[config.mk]
export PLATFORM = sky130hd
export DESIGN_NAME = caesar_decoder
export DESIGN_NICKNAME = d
export VERILOG_FILES = /design/src/rtl/caesar_pkg.sv /design/src/rtl/caesar_unshift.sv /design/src/rtl/caesar_decoder.sv
export SDC_FILE = /design/constraint.sdc
export NUM_CORES = 1
export LEC_CHECK = 0
export CORE_MARGIN = 2
export CORE_UTILIZATION = 55
export CTS_BUF_LIST = sky130_fd_sc_hd__clkbuf_4 sky130_fd_sc_hd__clkbuf_8
export DETAILED_ROUTE_END_ITERATION = 10
export PLACE_DENSITY = 0.87
export SYNTH_ARGS = -nofsm -noshare
export SYNTH_HDL_FRONTEND = slang
export SYNTH_SLANG_ARGS = --single-unit
[constraint.sdc]
create_clock -name CLOCK_50 -period 7.92 [get_ports CLOCK_50]
set_clock_uncertainty 0.05 [all_clocks]
set_input_delay 1.584 -clock CLOCK_50 [delete_from_list [all_inputs] [get_ports CLOCK_50]]
set_output_delay 1.584 -clock CLOCK_50 [all_outputs]
set_load 0.01 [all_outputs]
[src/rtl/caesar_pkg.sv]
// rtl/caesar_pkg.sv - shared constants and key helper for the Caesar decrypt path
// Contents:
//   ALPHABET     letters per case
//   ASC_*        ASCII bounds of the two letter ranges
//   KEY_W        key register width
//   key_reduce   folds raw 5-bit keys 26-31 back into 0-5
package caesar_pkg;

    localparam int          ALPHABET    = 26;
    localparam int          KEY_W       = 5;
    localparam logic [7:0]  ASC_UPPER_A = 8'h41;
    localparam logic [7:0]  ASC_UPPER_Z = 8'h5A;
    localparam logic [7:0]  ASC_LOWER_A = 8'h61;
    localparam logic [7:0]  ASC_LOWER_Z = 8'h7A;

    // A single subtraction is enough: the 5-bit input never exceeds 31 < 2*26.
    function automatic logic [KEY_W-1:0] key_reduce(input logic [KEY_W-1:0] k);
        return (k >= KEY_W'(ALPHABET)) ? k - KEY_W'(ALPHABET) : k;
    endfunction

endpackage

[src/rtl/caesar_unshift.sv]
// rtl/caesar_unshift.sv - combinational Caesar shift-back of one ASCII character
// Ports:
//   in_char   in   CHAR_W  ciphertext character
//   key       in   KEY_W   shift amount, expected 0-25
//   out_char  out  CHAR_W  letters rotated back by key, other codes unchanged
module caesar_unshift
    import caesar_pkg::*;
#(
    parameter int CHAR_W = 8
) (
    input  logic [CHAR_W-1:0] in_char,
    input  logic [KEY_W-1:0]  key,
    output logic [CHAR_W-1:0] out_char
);

    logic              w_upper;
    logic              w_lower;
    logic [CHAR_W-1:0] w_base;
    logic [5:0]        w_off;
    logic [5:0]        w_sum;
    logic [5:0]        w_mod;

    assign w_upper = (in_char >= CHAR_W'(ASC_UPPER_A)) && (in_char <= CHAR_W'(ASC_UPPER_Z));
    assign w_lower = (in_char >= CHAR_W'(ASC_LOWER_A)) && (in_char <= CHAR_W'(ASC_LOWER_Z));
    assign w_base  = w_upper ? CHAR_W'(ASC_UPPER_A) : CHAR_W'(ASC_LOWER_A);

    // Both bases have distinct low 6 bits and the letter offset fits in 0-25,
    // so the offset can be taken from the low 6 bits alone.
    assign w_off   = in_char[5:0] - w_base[5:0];
    // Adding 26 first keeps the 6-bit result non-negative (max 25+26 = 51).
    assign w_sum   = w_off + 6'(ALPHABET) - {1'b0, key};
    assign w_mod   = (w_sum >= 6'(ALPHABET)) ? w_sum - 6'(ALPHABET) : w_sum;

    assign out_char = (w_upper || w_lower) ? (w_base + CHAR_W'(w_mod)) : in_char;

endmodule

[src/rtl/caesar_decoder.sv]
// rtl/caesar_decoder.sv - streaming Caesar decryptor with loadable key and optional key sweep
// Optional feature macro: CAESAR_SWEEP_EN (auto key stepping on slow tick)
// Ports:
//   CLOCK_50   in   1       system clock
//   RESET      in   1       asynchronous active-high reset
//   key_load   in   1       load key_in into key register
//   key_in     in   5       new key, 26-31 reduced by 26
//   sweep_en   in   1       enable automatic key stepping (sweep build only)
//   in_valid   in   1       ciphertext present
//   in_ready   out  1       character accepted this cycle when in_valid
//   in_char    in   CHAR_W  ciphertext
//   out_valid  out  1       plaintext present
//   out_ready  in   1       downstream takes out_char
//   out_char   out  CHAR_W  plaintext
//   key_cur    out  5       active key 0-25
module caesar_decoder
    import caesar_pkg::*;
#(
    parameter int TICK_W = 25,
    parameter int CHAR_W = 8
) (
    input  logic              CLOCK_50,
    input  logic              RESET,
    input  logic              key_load,
    input  logic [KEY_W-1:0]  key_in,
    input  logic              sweep_en,
    input  logic              in_valid,
    output logic              in_ready,
    input  logic [CHAR_W-1:0] in_char,
    output logic              out_valid,
    input  logic              out_ready,
    output logic [CHAR_W-1:0] out_char,
    output logic [KEY_W-1:0]  key_cur
);

    logic [KEY_W-1:0]  r_key;
    logic              r_out_valid;
    logic [CHAR_W-1:0] r_out_char;
    logic [CHAR_W-1:0] w_dec;
    logic              w_accept;

    // The buffer can take a new character when empty or when its current one
    // leaves in the same cycle; in_valid never feeds back into in_ready.
    assign in_ready  = !r_out_valid || out_ready;
    assign w_accept  = in_valid && in_ready;
    assign out_valid = r_out_valid;
    assign out_char  = r_out_char;
    assign key_cur   = r_key;

    // Decoding uses r_key before any same-cycle key_load takes effect.
    caesar_unshift #(
        .CHAR_W   (CHAR_W)
    ) u_unshift (
        .in_char  (in_char),
        .key      (r_key),
        .out_char (w_dec)
    );

    always_ff @(posedge CLOCK_50 or posedge RESET) begin
        if (RESET) begin
            r_out_valid <= 1'b0;
            r_out_char  <= '0;
        end else if (w_accept) begin
            r_out_valid <= 1'b1;
            r_out_char  <= w_dec;
        end else if (out_ready) begin
            r_out_valid <= 1'b0;
        end
    end

`ifdef CAESAR_SWEEP_EN
    logic [TICK_W-1:0] r_tick;

    always_ff @(posedge CLOCK_50 or posedge RESET) begin
        if (RESET) begin
            r_tick <= '0;
        end else begin
            r_tick <= r_tick + TICK_W'(1);
        end
    end

    // An explicit load wins over the sweep step on a wrap cycle.
    always_ff @(posedge CLOCK_50 or posedge RESET) begin
        if (RESET) begin
            r_key <= '0;
        end else if (key_load) begin
            r_key <= key_reduce(key_in);
        end else if (sweep_en && (r_tick == '0)) begin
            r_key <= (r_key == KEY_W'(ALPHABET - 1)) ? '0 : r_key + KEY_W'(1);
        end
    end
`else
    // Sweep hardware is absent; sweep_en and TICK_W are intentionally unused.
    logic [TICK_W-1:0] w_unused_sweep;
    assign w_unused_sweep = {TICK_W{sweep_en}};

    always_ff @(posedge CLOCK_50 or posedge RESET) begin
        if (RESET) begin
            r_key <= '0;
        end else if (key_load) begin
            r_key <= key_reduce(key_in);
        end
    end
`endif

endmodule
---- Word-level counts from Yosys, hierarchy flattened ----
Cells that the tools add are included.
storage, ports and cells
  bits in registers ....................... 14
  output and inout port bits .............. 15
cells by class
  $add $sub $neg .......................... 6
  magnitude comparators ................... 6
  multiplexer cells ....................... 6
  reductions and logical operators ........ 7
operators with widths
  kind                                                                                  number
  8-bit by 7-bit greater-or-equal comparator with 1-bit output (second input constant)  2
  8-bit by 7-bit less-or-equal comparator with 1-bit output (second input constant)     2
  6-bit 2-to-1 mux                                                                      2
  8-bit by 6-bit adder with 8-bit output                                                1
  8-bit 2-to-1 mux                                                                      1
  6-bit by 5-bit adder with 6-bit output (second input constant)                        1
  6-bit by 5-bit greater-or-equal comparator with 1-bit output (second input constant)  1
  6-bit by 5-bit subtractor with 6-bit output                                           1
  6-bit by 5-bit subtractor with 6-bit output (second input constant)                   1
  6-bit subtractor                                                                      1
  5-bit greater-or-equal comparator (second input constant)                             1
  5-bit 2-to-1 mux                                                                      1
  5-bit subtractor (second input constant)                                              1
  1-bit logical AND                                                                     3
  1-bit logical OR                                                                      2
  1-bit 2-to-1 mux                                                                      2
  2-bit nonzero test                                                                    1
  1-bit zero test                                                                       1

---- Depth between registers and ports, before layout ----
  depth after elaboration ................. 10
  gate-level depth with buffers ........... 18
  gate-level depth less buffers ........... 18

---- Modules after synthesis ----
Synthesis repeated with hierarchy kept, for this count alone.
unflattened totals
  cells, all modules ...................... 169
  area, all modules ....................... 1,440.1 um2
by module, submodules not included
  module          instances  cells each  area each (um2)  seq. area each (um2)
  caesar_unshift  1          118         804.5            0.0
  caesar_decoder  1          51          635.6            350.3

---- Worst setup path before layout ----
OpenSTA, ideal clock, no wires.
  path type ............................... in2reg
  from .................................... input port in_char[1]
  to ...................................... register r_out_char[4] (netlist: out_char[4])
  setup time .............................. 0.076 ns
  data arrival time ....................... 4.618 ns
  path slack .............................. 3.175 ns
  stages .................................. 16
  buffers on the path ..................... 1
  cells stage by stage .................... inv_1 ha_1 inv_1 fa_1 ha_1 inv_1 fa_1 buf_1 nor3_1 a21oi_2 xnor2_1 ha_1 nor2b_1 nor2_1 a2111o_1 o21ai_1
on the way
  longest elaborated chain between the ends .. 10
RTL lines
  element                                                                                                                                           RTL line              source
  start: declaration                                                                                                                                caesar_decoder.sv:29  input logic [CHAR_W-1:0] in_char,
  8-bit by 7-bit greater-or-equal comparator with 1-bit output / 8-bit by 7-bit less-or-equal comparator with 1-bit output (equally long branches)  caesar_unshift.sv:23  assign w_upper = (in_char >= CHAR_W'(ASC_UPPER_A)) && (in_char <= CHAR_W'(ASC_UPPER_Z));
  1-bit logical AND                                                                                                                                 caesar_unshift.sv:23
  6-bit 2-to-1 mux                                                                                                                                  caesar_unshift.sv:25  assign w_base = w_upper ? CHAR_W'(ASC_UPPER_A) : CHAR_W'(ASC_LOWER_A);
  6-bit subtractor                                                                                                                                  caesar_unshift.sv:29  assign w_off = in_char[5:0] - w_base[5:0];
  6-bit by 5-bit adder with 6-bit output                                                                                                            caesar_unshift.sv:31  assign w_sum = w_off + 6'(ALPHABET) - {1'b0, key};
  6-bit by 5-bit subtractor with 6-bit output                                                                                                       caesar_unshift.sv:31
  6-bit by 5-bit greater-or-equal comparator with 1-bit output                                                                                      caesar_unshift.sv:32  assign w_mod = (w_sum >= 6'(ALPHABET)) ? w_sum - 6'(ALPHABET) : w_sum;
  6-bit 2-to-1 mux                                                                                                                                  caesar_unshift.sv:32
  8-bit by 6-bit adder with 8-bit output                                                                                                            caesar_unshift.sv:34  assign out_char = (w_upper || w_lower) ? (w_base + CHAR_W'(w_mod)) : in_char;
  8-bit 2-to-1 mux *                                                                                                                                caesar_unshift.sv:34
  end signal: assignment                                                                                                                            caesar_decoder.sv:65  r_out_char <= w_dec;
  end: declaration                                                                                                                                  caesar_decoder.sv:38  logic [CHAR_W-1:0] r_out_char;
Mark *: on every way between the ends. The rest lies on a longest branch, timed or not.
A chain may end at the register's enable or synchronous reset.

---- Final worst setup path ----
Same ends and word-level chain as after synthesis.

==> qor.csv <==
stage;metric;value;unit
status;status;finished, final reports clean;
timing;Worst slew margin;0.6301;
synth;synthesized cell area;1360;µm²
finish;multi-input logic area;900.9;µm²
finish;commonest non-fill, non-tap cell in the layout;clkdlybuf4s50_1;
placement;Setup WS pre-CTS;2120;ps
worst_setup_path;Critical Path Fanout Max;7;
global_routing;total gr overflow;0;
worst_setup_path;CP max stage cell;clkdlybuf4s50_1;
finish;most frequent cells in the layout;clkdlybuf4s50_1, inv_1, nand2_1;
worst_setup_path;CP max stage delay;550;ps
timing;Worst Tran Pin Value;554.2;ps
timing;crit share post-route;0.6990;
floorplan;row count;18;
worst_setup_path;Reg2Reg Depth;15;
worst_setup_path;Crit Path Category;input pin to register;
worst_setup_path;Worst setup SP type;input pin;
clock_network;TritonCTS Buffers;3;
synth;leading area contributor after synthesis;dfrtp_1;
worst_setup_path;R2R Setup Slk;3950;ps
drt;DR pass1 iterations;4;
floorplan;Die X;53.73;µm
floorplan;core area;2410;µm²
clock_network;root buffer selected by CTS;clkbuf_4;
synth;register bit total from synthesis;14;
global_routing;first-pass GRT wire length;5582;µm
drt;DRT Wirelength;3629;µm
finish;layout cells sized above 1;0.04831;
worst_setup_path;worst r2r src;key_cur[1];
worst_setup_path;CP arrival;5700;ps
global_routing;total global-route track usage;0.2695;
drt;# DRC;0;
worst_setup_path;Worst setup endpoint;out_char[4];
synth;Seq/Total Area, Yosys;0.2576;
synth;warnings from Yosys;0;
placement;RD Place Congestion;0.8262;
synth;Synth top area share;0.2576;
drt;First DRT Iteration DRCs;54;
timing;Period minus WS final;5536;ps
finish;sequential cell area;350.3;µm²
timing;Setup TNS Final;0;ps
finish;layout net count;241;
synth;Syn Area/Cell;7.772;µm²
timing;Max Fclk;180.6;MHz
floorplan;Top Ports;34;
clock_network;Worst-path clk slew;100;ps
clock_network;Longest Clk Path Bufs;2;
pwr;LEAKAGE;0.7544;nW
clock_network;CTS sink count;14;
pwr;Max VDD drop;145.4;µV
worst_setup_path;Worst Setup End Kind;register;
worst_setup_path;CP Launch Point;in_char[1];
finish;ant diodes;0;
pwr;power density over cell area;207.1;nW/µm²
worst_setup_path;worst path required time;8080;ps
timing;setup ws final;2384;ps
clock_network;Clock H-tree levels;1;
finish;fillers;193;
clock_network;Hold-fix buffers, CTS;0;
drt;antenna-violating nets left;0;
drt;routed vias/inst;5.886;
timing;RSZ-0062 raised after global routing;no;
timing;final hold vios;0;
clock_network;CTS tree;built;
synth;syn_nets;208;
timing;Finish-stage setup viols;0;
clock_network;post-cts sizing count;0;
clock_network;clock latency on the worst-skew pair;290;ps
global_routing;antenna violations before repair;0;
global_routing;number of global-route vias before repair;1311;
hold_path;Hold Crit Class;register to register;
drt;via count;1395;
worst_setup_path;CP cell instances;clkdlybuf4s50_1 > inv_1 > ha_1 > inv_1 > fa_1 > ha_1 > inv_1 > fa_1 > xor2_1 > nor3_1 > a21oi_2 > xnor2_1 > ha_1 > nor2b_1 > nor2_1 > a2111o_1 > o21ai_1;
global_routing;largest net degree at the start of global routing;15;
floorplan;Starting Density;0.5644;
synth;Synth area leaders;dfrtp_1, ha_1, inv_1;
placement;number of port buffers;32;
placement;post-DP HPWL;2940;µm
synth;Synth Instances;175;
clock_network;Post-CTS Setup Inserts;0;
drt;routed len/inst;15.31;µm
floorplan;Die Ht;53.73;µm
finish;Area growth syn-to-layout;27.60;%
floorplan;Die Area;2886;µm²
synth;Synth cell types;39;
worst_setup_path;R2R Path End;out_char[4];
flow_run;Max Cap Violations;0;
timing;Final Slew Violations;0;
[Yosys cell counts (all sizes together)]
library cell and instances:
o21a 2, nor3 5, fa 2, a221o 1, and2 2, xor2 1
nand2b 4, o22a 1, nor2 14, dfrtp 14, mux2i 3, or3 4
o211ai 4, ha 12, o21ai 18, nand3 5, nor2b 4, clkbuf 3
or2 1, buf 2, xnor2 6, a2111o 1, and3 2, nor3b 3
o2bb2ai 1, a21oi 12, a32oi 1, inv 22, a211o 1, o221a 1
a2bb2oi 3, a21o 1, a22o 1, nand2 18
[worst max-delay path: cells and delay by family]
kind | cells | cell delay, ps
AO/OA/AOI/OAI | 3 | 850
adder cells (fa/ha/maj) | 5 | 1470
XOR/XNOR | 2 | 540
AND/OR/NAND/NOR | 3 | 480
buffers and inverters | 4 | 790
[kinds of logic (layout without fill, tap and decap cells)]
family,Yosys count,in the layout,share of synthesized area
adders and majority gates,14,14,0.1398
muxes,3,3,0.02208
buffers and inverters,27,59,0.08003
DFF,14,14,0.2576
xor gates and xnor gates,7,7,0.04508
and+or+nand+nor,62,62,0.2254
AOI/OAI and AO/OA,48,48,0.2300
[worst min-delay path by stage]
stage,startpoint,end,slack (ps),cells past startpoint
6_report,out_char[0],out_char[0],450,2
5_1_grt,out_char[3],out_char[3],470,1
4_1_cts,out_char[3],out_char[3],450,1
3_5_place_dp,out_char[3],out_char[3],420,1
3_3_place_gp,out_char[3],out_char[3],420,1
2_1_floorplan,out_char[0],out_char[0],470,2
[through the flow]
| stage | total power [mW] | instance area (µm²) | utilization | cells | hold WS, ps |
|---|---|---|---|---|---|
| final | 0.3595 | 1735 | 0.7201 | 237 | 446.7 |
| after global routing | 0.3834 | 1735 | 0.7201 | 237 | 469.1 |
| after CTS | 0.3586 | 1735 | 0.7201 | 237 | 445.5 |
| after detailed placement | 0.3019 | 1699 | 0.7051 | 233 | 422.7 |
| after global placement | 0.2889 | 1699 | 0.7051 | 233 | 416.2 |
| after floorplan | 0.2348 | 1360 | - | 175 | 466.2 |
[sequential cells by signal, indices dropped and copies added, names as in the netlist]
signal,count
out_char,8
key_cur,5
out_valid,1
[report_power, final]
group | total (mW) | internal (mW) | switching, mW
registers | 0.0890 | 0.0823 | 0.00674
clock network | 0.0551 | 0.0280 | 0.0270
logic | 0.215 | 0.0989 | 0.116
total | 0.359 | 0.209 | 0.150
[layer usage]
metal | global-route usage | vias to the layer above | part of all wire
li1 | - | 674 | -
met1 | 0.3172 | 654 | 0.41
met2 | 0.4736 | 56 | 0.52
met3 | 0.05833 | 11 | 0.053
met4 | 0.1026 | 0 | 0.018
met5 | 0 | - | 0
[layout make-up]
class                      instances  share of cell area
clock buffer                       4             0.02091
multi-input combinational        134              0.5191
timing repair buffer              33              0.1889
inverter                          22             0.04758
sequential                        14              0.2019
tap                               30             0.02163
No activity file was read; power rests on OpenSTA's default activity.
